## config.mk

```make
export PLATFORM = sky130hd
export DESIGN_NAME = sram_port_arbiter
export DESIGN_NICKNAME = d
export VERILOG_FILES = /design/src/rtl/sram_port_arbiter_pkg.sv /design/src/rtl/sram_port_arbiter_rr_arb2.sv /design/src/rtl/sram_port_arbiter.sv
export SDC_FILE = /design/constraint.sdc
export NUM_CORES = 2
export LEC_CHECK = 0
export BUFFER_PORTS_ARGS = -buffer_cell sky130_fd_sc_hd__buf_2
export CAP_MARGIN = 30
export CORE_AREA = 2 2 621 623
export CTS_CLUSTER_DIAMETER = 50
export DETAILED_ROUTE_END_ITERATION = 8
export DIE_AREA = 0 0 623 625
export MAX_ROUTING_LAYER = met4
export PLACE_DENSITY = 0.3
export SLEW_MARGIN = 30
export SYNTH_ARGS = -nofsm -noshare
export SYNTH_HDL_FRONTEND = slang
export SYNTH_SLANG_ARGS = --single-unit
export TNS_END_PERCENT = 10
```

## constraint.sdc

```tcl
create_clock -name clk_sys_i -period 28.2 [get_ports clk_sys_i]
set_input_delay 4.23 -clock clk_sys_i [delete_from_list [all_inputs] [get_ports clk_sys_i]]
set_output_delay 4.23 -clock clk_sys_i [all_outputs]
set_load 0.05 [all_outputs]
```

## src/rtl/sram_port_arbiter_pkg.sv

```systemverilog
// Shared types for the SRAM port arbiter.
//   state_t : arbiter FSM encoding (IDLE, ISSUE, WAIT, RESP)
//   owner_t : which requester owns the current SRAM transaction
//   lat_load: converts the integer read latency into the wait-counter width
package sram_port_arbiter_pkg;

  typedef enum logic [1:0] {
    ST_IDLE  = 2'd0,
    ST_ISSUE = 2'd1,
    ST_WAIT  = 2'd2,
    ST_RESP  = 2'd3
  } state_t;

  typedef enum logic {
    OWNER_IF = 1'b0,
    OWNER_D  = 1'b1
  } owner_t;

  // Read latency is limited to 1..3, so two bits hold the countdown.
  localparam int LAT_CNT_W = 2;

  function automatic logic [LAT_CNT_W-1:0] lat_load(input int rl);
    return LAT_CNT_W'(rl);
  endfunction

endpackage

```

## src/rtl/sram_port_arbiter_rr_arb2.sv

```systemverilog
// Two-input round-robin picker, purely combinational.
//   req[1:0] : request vector (bit 0 = requester 0, bit 1 = requester 1)
//   last     : index of the requester granted most recently
//   grant    : one-hot grant, all zero when nobody requests
//   winner   : index of the granted requester (0 when nobody requests)
module rr_arb2 (
  input  logic [1:0] req,
  input  logic       last,
  output logic [1:0] grant,
  output logic       winner
);

  always_comb begin
    winner = 1'b0;
    grant  = 2'b00;
    case (req)
      2'b01:   winner = 1'b0;
      2'b10:   winner = 1'b1;
      // On contention the side that did not win last time goes first.
      2'b11:   winner = ~last;
      default: winner = 1'b0;
    endcase
    if (|req) begin
      grant = winner ? 2'b10 : 2'b01;
    end
  end

endmodule

```

## src/rtl/sram_port_arbiter.sv

```systemverilog
// Shares one line-wide SRAM port between the I-cache refill path (IF side)
// and the D-cache refill/writeback path (D side). One access is in flight at
// a time; contention is resolved round-robin. Reads return data to the
// originator with a one-cycle rvalid pulse.
//
// Ports:
//   clk_sys_i, rst_i           clock, asynchronous active-high reset
//   if_req_i/wea/addr/data     IF-side command (req held until if_gnt_o)
//   if_gnt_o                   pulse: IF command is on the SRAM port
//   if_rvalid_o, if_rdata_o    IF read completion pulse and held read line
//   d_*                        same set for the D side
//   SRAM_ena_o/wea/addr/data   SRAM command port
//   SRAM_data_i                SRAM read data
//   busy_o                     high whenever the FSM is not idle
module sram_port_arbiter
  import sram_port_arbiter_pkg::*;
#(
  parameter int SRAM_ADDR_BIT = 10,
  parameter int SRAM_DATA_BIT = 256,
  parameter int READ_LATENCY  = 1
) (
  input  logic                     clk_sys_i,
  input  logic                     rst_i,

  input  logic                     if_req_i,
  input  logic                     if_wea_i,
  input  logic [SRAM_ADDR_BIT-1:0] if_addr_i,
  input  logic [SRAM_DATA_BIT-1:0] if_data_i,
  output logic                     if_gnt_o,
  output logic                     if_rvalid_o,
  output logic [SRAM_DATA_BIT-1:0] if_rdata_o,

  input  logic                     d_req_i,
  input  logic                     d_wea_i,
  input  logic [SRAM_ADDR_BIT-1:0] d_addr_i,
  input  logic [SRAM_DATA_BIT-1:0] d_data_i,
  output logic                     d_gnt_o,
  output logic                     d_rvalid_o,
  output logic [SRAM_DATA_BIT-1:0] d_rdata_o,

  output logic                     SRAM_ena_o,
  output logic                     SRAM_wea_o,
  output logic [SRAM_ADDR_BIT-1:0] SRAM_addr_o,
  output logic [SRAM_DATA_BIT-1:0] SRAM_data_o,
  input  logic [SRAM_DATA_BIT-1:0] SRAM_data_i,

  output logic                     busy_o
);

  state_t                   state_q, state_d;
  owner_t                   last_grant_q;
  owner_t                   owner_q;
  logic                     wea_q;
  logic [SRAM_ADDR_BIT-1:0] addr_q;
  logic [SRAM_DATA_BIT-1:0] data_q;
  logic [LAT_CNT_W-1:0]     lat_cnt_q;
  logic [SRAM_DATA_BIT-1:0] if_rdata_q;
  logic [SRAM_DATA_BIT-1:0] d_rdata_q;

  logic [1:0] arb_grant;
  logic       arb_winner;
  owner_t     arb_owner;

  // Requests are only looked at in IDLE; the picker itself is stateless.
  rr_arb2 u_rr_arb2 (
    .req    ({d_req_i, if_req_i}),
    .last   (last_grant_q),
    .grant  (arb_grant),
    .winner (arb_winner)
  );

  assign arb_owner = owner_t'(arb_winner);

  // ---- State register ----
  always_ff @(posedge clk_sys_i or posedge rst_i) begin
    if (rst_i) begin
      state_q <= ST_IDLE;
    end else begin
      state_q <= state_d;
    end
  end

  // ---- Next state and control outputs (decoded from the current state) ----
  always_comb begin
    state_d     = state_q;
    SRAM_ena_o  = 1'b0;
    SRAM_wea_o  = 1'b0;
    if_gnt_o    = 1'b0;
    d_gnt_o     = 1'b0;
    if_rvalid_o = 1'b0;
    d_rvalid_o  = 1'b0;
    busy_o      = (state_q != ST_IDLE);

    case (state_q)
      ST_IDLE: begin
        if (|arb_grant) begin
          state_d = ST_ISSUE;
        end
      end
      ST_ISSUE: begin
        SRAM_ena_o = 1'b1;
        SRAM_wea_o = wea_q;
        if (owner_q == OWNER_D) begin
          d_gnt_o = 1'b1;
        end else begin
          if_gnt_o = 1'b1;
        end
        // A write is finished once it is on the port; the grant is its ack.
        state_d = wea_q ? ST_IDLE : ST_WAIT;
      end
      ST_WAIT: begin
        if (lat_cnt_q == LAT_CNT_W'(1)) begin
          state_d = ST_RESP;
        end
      end
      ST_RESP: begin
        if (owner_q == OWNER_D) begin
          d_rvalid_o = 1'b1;
        end else begin
          if_rvalid_o = 1'b1;
        end
        state_d = ST_IDLE;
      end
      default: state_d = ST_IDLE;
    endcase
  end

  // ---- Command latch, latency counter and per-side read data ----
  always_ff @(posedge clk_sys_i or posedge rst_i) begin
    if (rst_i) begin
      last_grant_q <= OWNER_D;
      owner_q      <= OWNER_IF;
      wea_q        <= 1'b0;
      addr_q       <= '0;
      data_q       <= '0;
      lat_cnt_q    <= '0;
      if_rdata_q   <= '0;
      d_rdata_q    <= '0;
    end else begin
      case (state_q)
        ST_IDLE: begin
          if (|arb_grant) begin
            // last_grant tracks every grant, including uncontended ones.
            owner_q      <= arb_owner;
            last_grant_q <= arb_owner;
            wea_q        <= arb_grant[1] ? d_wea_i  : if_wea_i;
            addr_q       <= arb_grant[1] ? d_addr_i : if_addr_i;
            data_q       <= arb_grant[1] ? d_data_i : if_data_i;
          end
        end
        ST_ISSUE: begin
          if (!wea_q) begin
            lat_cnt_q <= lat_load(READ_LATENCY);
          end
        end
        ST_WAIT: begin
          lat_cnt_q <= lat_cnt_q - 1'b1;
          // Count of 1 marks the cycle READ_LATENCY after ena: data is valid.
          if (lat_cnt_q == LAT_CNT_W'(1)) begin
            if (owner_q == OWNER_D) begin
              d_rdata_q <= SRAM_data_i;
            end else begin
              if_rdata_q <= SRAM_data_i;
            end
          end
        end
        default: ;
      endcase
    end
  end

  // Address/data hold their last latched command between issues.
  assign SRAM_addr_o = addr_q;
  assign SRAM_data_o = data_q;
  assign if_rdata_o  = if_rdata_q;
  assign d_rdata_o   = d_rdata_q;

endmodule

```

======== Word level (Yosys, flattened, before mapping) ========
Cells that the tools add are included.
cells by class
  mux-type cells .......................... 20
  equality and inequality tests ........... 9
  add/subtract/negate cells ............... 1
  bitwise gates (word level) .............. 2
  reductions and logical operators ........ 10
operators with widths
  operator             number
  $mux 256             1
  $mux 2               6
  $mux 10              1
  $mux 1               9
  $eq 2x2->1 const B   4
  $pmux 2 s4           1
  $ne 2x2->1 const B   3
  $reduce_and 2->1     3
  $reduce_and 3->1     2
  $eq 2x1->1 const B   2
  $pmux 2 s2           1
  $reduce_bool 2->1    2
  $reduce_or 2->1      2
  $logic_not 2->1      1
  $not 1->1            2
  $pmux 1 s2           1
  $sub 2x1->2 const B  1
storage, ports and cells
  bits of input ports ..................... 794
  register bits after elaboration ......... 785
  logic and storage cells ................. 51
  output and inout bits ................... 785

======== Longest topological paths before layout ========
  depth in word-level cells ............... 7
  depth in mapped cells ................... 7
  mapped depth without buffers ............ 5

======== By module ========
A second synthesis with hierarchy kept.
unflattened totals
  cell total of the unflattened synthesis .. 2308
  area, all modules ....................... 31744.2 um^2
modules (own cells, without submodules)
  module             instances  area each (um^2)  cells each  sequential area each (um^2)
  sram_port_arbiter  1          31717.9           2304        19645.1
  rr_arb2            1          26.3              4           0.0

======== Worst setup path after synthesis ========
No wires, ideal clock.
  kind .................................... flip-flop to output port
  start ................................... register with a tool-made name
  end ..................................... output port if_gnt_o
  slack ................................... 21.877 ns
  required time ........................... 23.970 ns
  cell stages (with the launch flop) ...... 4
  arrival time ............................ 2.093 ns
  buffers on the path ..................... 1
  cells stage by stage .................... dfrtp_1 -> buf_2 -> nor2b_1 -> nor2b_1
RTL lines
  element        RTL line                 text
  end, declared  sram_port_arbiter.sv:29  output logic if_gnt_o,

==> impl_metrics.yaml <==
routing:
  dr.pass1.iters: 4
  vias: 25700
  drt-initial-drc-count: 1033
  wl_per_cell_um: 30.7
  viasPerCell: 2.86
  wl_um: 275000
  drcViolationCount: 0
  drtAntennaViolNets: 0
clocking:
  worstSkewPairLatency_ps: 840
  cts_root_buffer: "clkbuf_16"
  cts.clk_slew.worst_paths_ps: 40
  ctsResizeCount: 0
  htreeDepth: 4
  numCtsBuffers: 173
  clock-sinks: 785
  post_cts_buffers: 0
  cts_tree: "built"
  postCtsHoldBufs: 0
  clk_path_buf_depth: 4
yosys:
  yosysWarnings: 0
  async_flop_share_pct: 100
  synth_commonest_cells: "mux2_2, dfrtp_1, mux2_4, buf_2, buf_6"
  syn-cell-area_um2: 33100
  synth_cell_types: 27
  yosys.area.top_type: "dfrtp_1"
  synth-seq-area-share_pct: 59.4
  synth_seq_cells: 785
  synth_top_cell_area_share_pct: 59.3
  synthCells: 1979
  synthFlopType: "dfrtp_1"
  synth_nets: 2774
  synth_area_leaders: "dfrtp_1, mux2_2, mux2_4, buf_2, buf_6"
  synth.most_common_cell: "mux2_2"
  syn_area_per_cell_um2: 16.7
  synth_edf_count: 0
worst_setup_path:
  r2r_start: "last_grant_q"
  critPathSlowestCell: "buf_4"
  worstPathArrival_ps: 8120
  cpMostUsedCell: "buf_4"
  max_stage_delay_ps: 780
  crit_required_ps: 29070
  r2r_slack_ps: 24090
  worstSetupStartpointType: "input pin"
  criticalPathCategory: "input pin to asynchronous set/reset pin"
  end_kind: "asynchronous set/reset pin"
  r2r_end: "SRAM_data_o[143]"
  crit_chain: "buf_2 -> inv_8 -> buf_4 -> buf_4 -> buf_4 -> buf_12 -> buf_16"
  worst-r2r-cell-count: 7
  cp_max_fo: 94
pwr:
  p_per_area_nw_per_um2: 162
  p_leak_uw: 0.0239
  power_uw: 8630
  ir_worst_vdd_mv: 0.0557
sta:
  timing.final.max_slew_violations: 0
  tightest_slew_ps: 996
  setup_viol_count_final: 0
  fmax_mhz: 138
  fin_setup_tns_ps: 0
  setup_slack_ps: 20950
  rsz0062_at_grt: "no"
  fin_worst_skew_ps: 61.2
  fin_crit_ps: 7250
  relSlewSlack_pct: 33.6
  timing.final.crit_share_pct: 25.7
  hold_viol_final: 0
grt:
  first_global_vias: 26700
  overflow: 0
  antenna_found_initial: 236
  grt_max_degree: 132
  grtUsageTotal_pct: 14.0
  grt_pass1_wl_um: 336000
floorplan:
  std_cell_rows: 228
  die_h_um: 625
  coreArea_um2: 384000
  dieWidth_um: 623
  start_util_pct: 8.62
  die_area_um2: 389000
  io_pins: 1579
run_status:
  status: "finished clean"
placement:
  dpl.hpwl_um: 238000
  routabilityCongestion: 0.944
  dpl_cell_area_um2: 46900
  preCtsSetupSlack_ps: 19600
  io_buffers: 1578
layout:
  finish.instance_area_um2: 53300
  final_util_pct: 13.9
  drive_above_1_share_pct: 77.9
  nets: 4442
  syn_to_final_growth_pct: 61.1
min_path:
  holdPathEnd: "d_rdata_o[166]"
  worstHoldStart: "d_rdata_o[166]"
  min_path_cells: 1
  hold_class: "flip-flop to flip-flop"
flow_run:
  drv_cap: 0
==> power by group <==
part	switching (uW)	internal (uW)	total (uW)
Combinational	3360	1080	4450
Clock	761	1390	2150
Sequential	325	1710	2040
Total	4450	4180	8630
==> sequential cells by signal, summed over array words and instances, names as in the netlist, named ones only <==
name          cells
SRAM_data_o     256
d_rdata_o       256
if_rdata_o      256
SRAM_addr_o      10
lat_cnt_q         2
last_grant_q      1
owner_q           1
state_q           1
wea_q             1
==> layer usage <==
layer  vias up  track usage, %  part of all wire, %
met5         -               -                    0
met4         0            3.40                  2.8
met3       476            9.03                   14
met2      1414            21.5                   45
met1     13100            15.0                   38
li1      10700               -                    -
==> cells in the final DEF, fill, tap and decap left out, drive strengths merged, types with 4 or more instances in the layout <==
cell      count
diode       122
mux2       1046
bufinv       23
buf        1610
nor2          4
dfrtp       784
clkinvlp     22
clkinv       41
inv          23
nand2         4
clkbuf      203
==> worst max-delay path by stage <==
stage,start,end,slack [ps],depth (start not counted)
2_1_floorplan,rst_i,SRAM_addr_o[0],1930,1
3_3_place_gp,d_req_i,SRAM_data_o[223],19460,7
3_5_place_dp,d_req_i,SRAM_data_o[96],19600,8
4_1_cts,d_req_i,SRAM_data_o[143],20530,8
5_1_grt,rst_i,d_rdata_o[188],20440,7
6_report,rst_i,d_rdata_o[188],20950,7
==> final cells by class <==
type | instances | area, um2
well taps | 5060 | 6330
clock inverters | 106 | 1390
repair buffers | 1610 | 8280
flip-flops and latches | 785 | 19600
multi-input cells | 1074 | 12700
inverters | 3 | 18.8
clock buffers | 203 | 4620
diodes | 122 | 305
fillers | 43200 | 330000
==> stage by stage <==
stage | std cells | hold slack, ps
finish | 8963 | 495
global route | 8940 | 505
CTS | 8838 | 498
detailed placement | 8529 | 487
global placement | 8528 | 483
floorplan | 1979 | 501
==> kinds of logic after synthesis <==
| group | Yosys count | share of synthesized area, % |
|---|---|---|
| muxes | 1046 | 37.9 |
| adders and majority gates | 1 | 0.0378 |
| buffers and inverters | 120 | 2.26 |
| DFF | 785 | 59.4 |
| and+or+nand+nor | 17 | 0.272 |
| AOI/OAI and AO/OA | 10 | 0.204 |
==> critical path: cells and delay by family <==
kind,cells,cell delay [ps]
buffers and inverters,7,3500
Power figures use the tool's default switching activity.
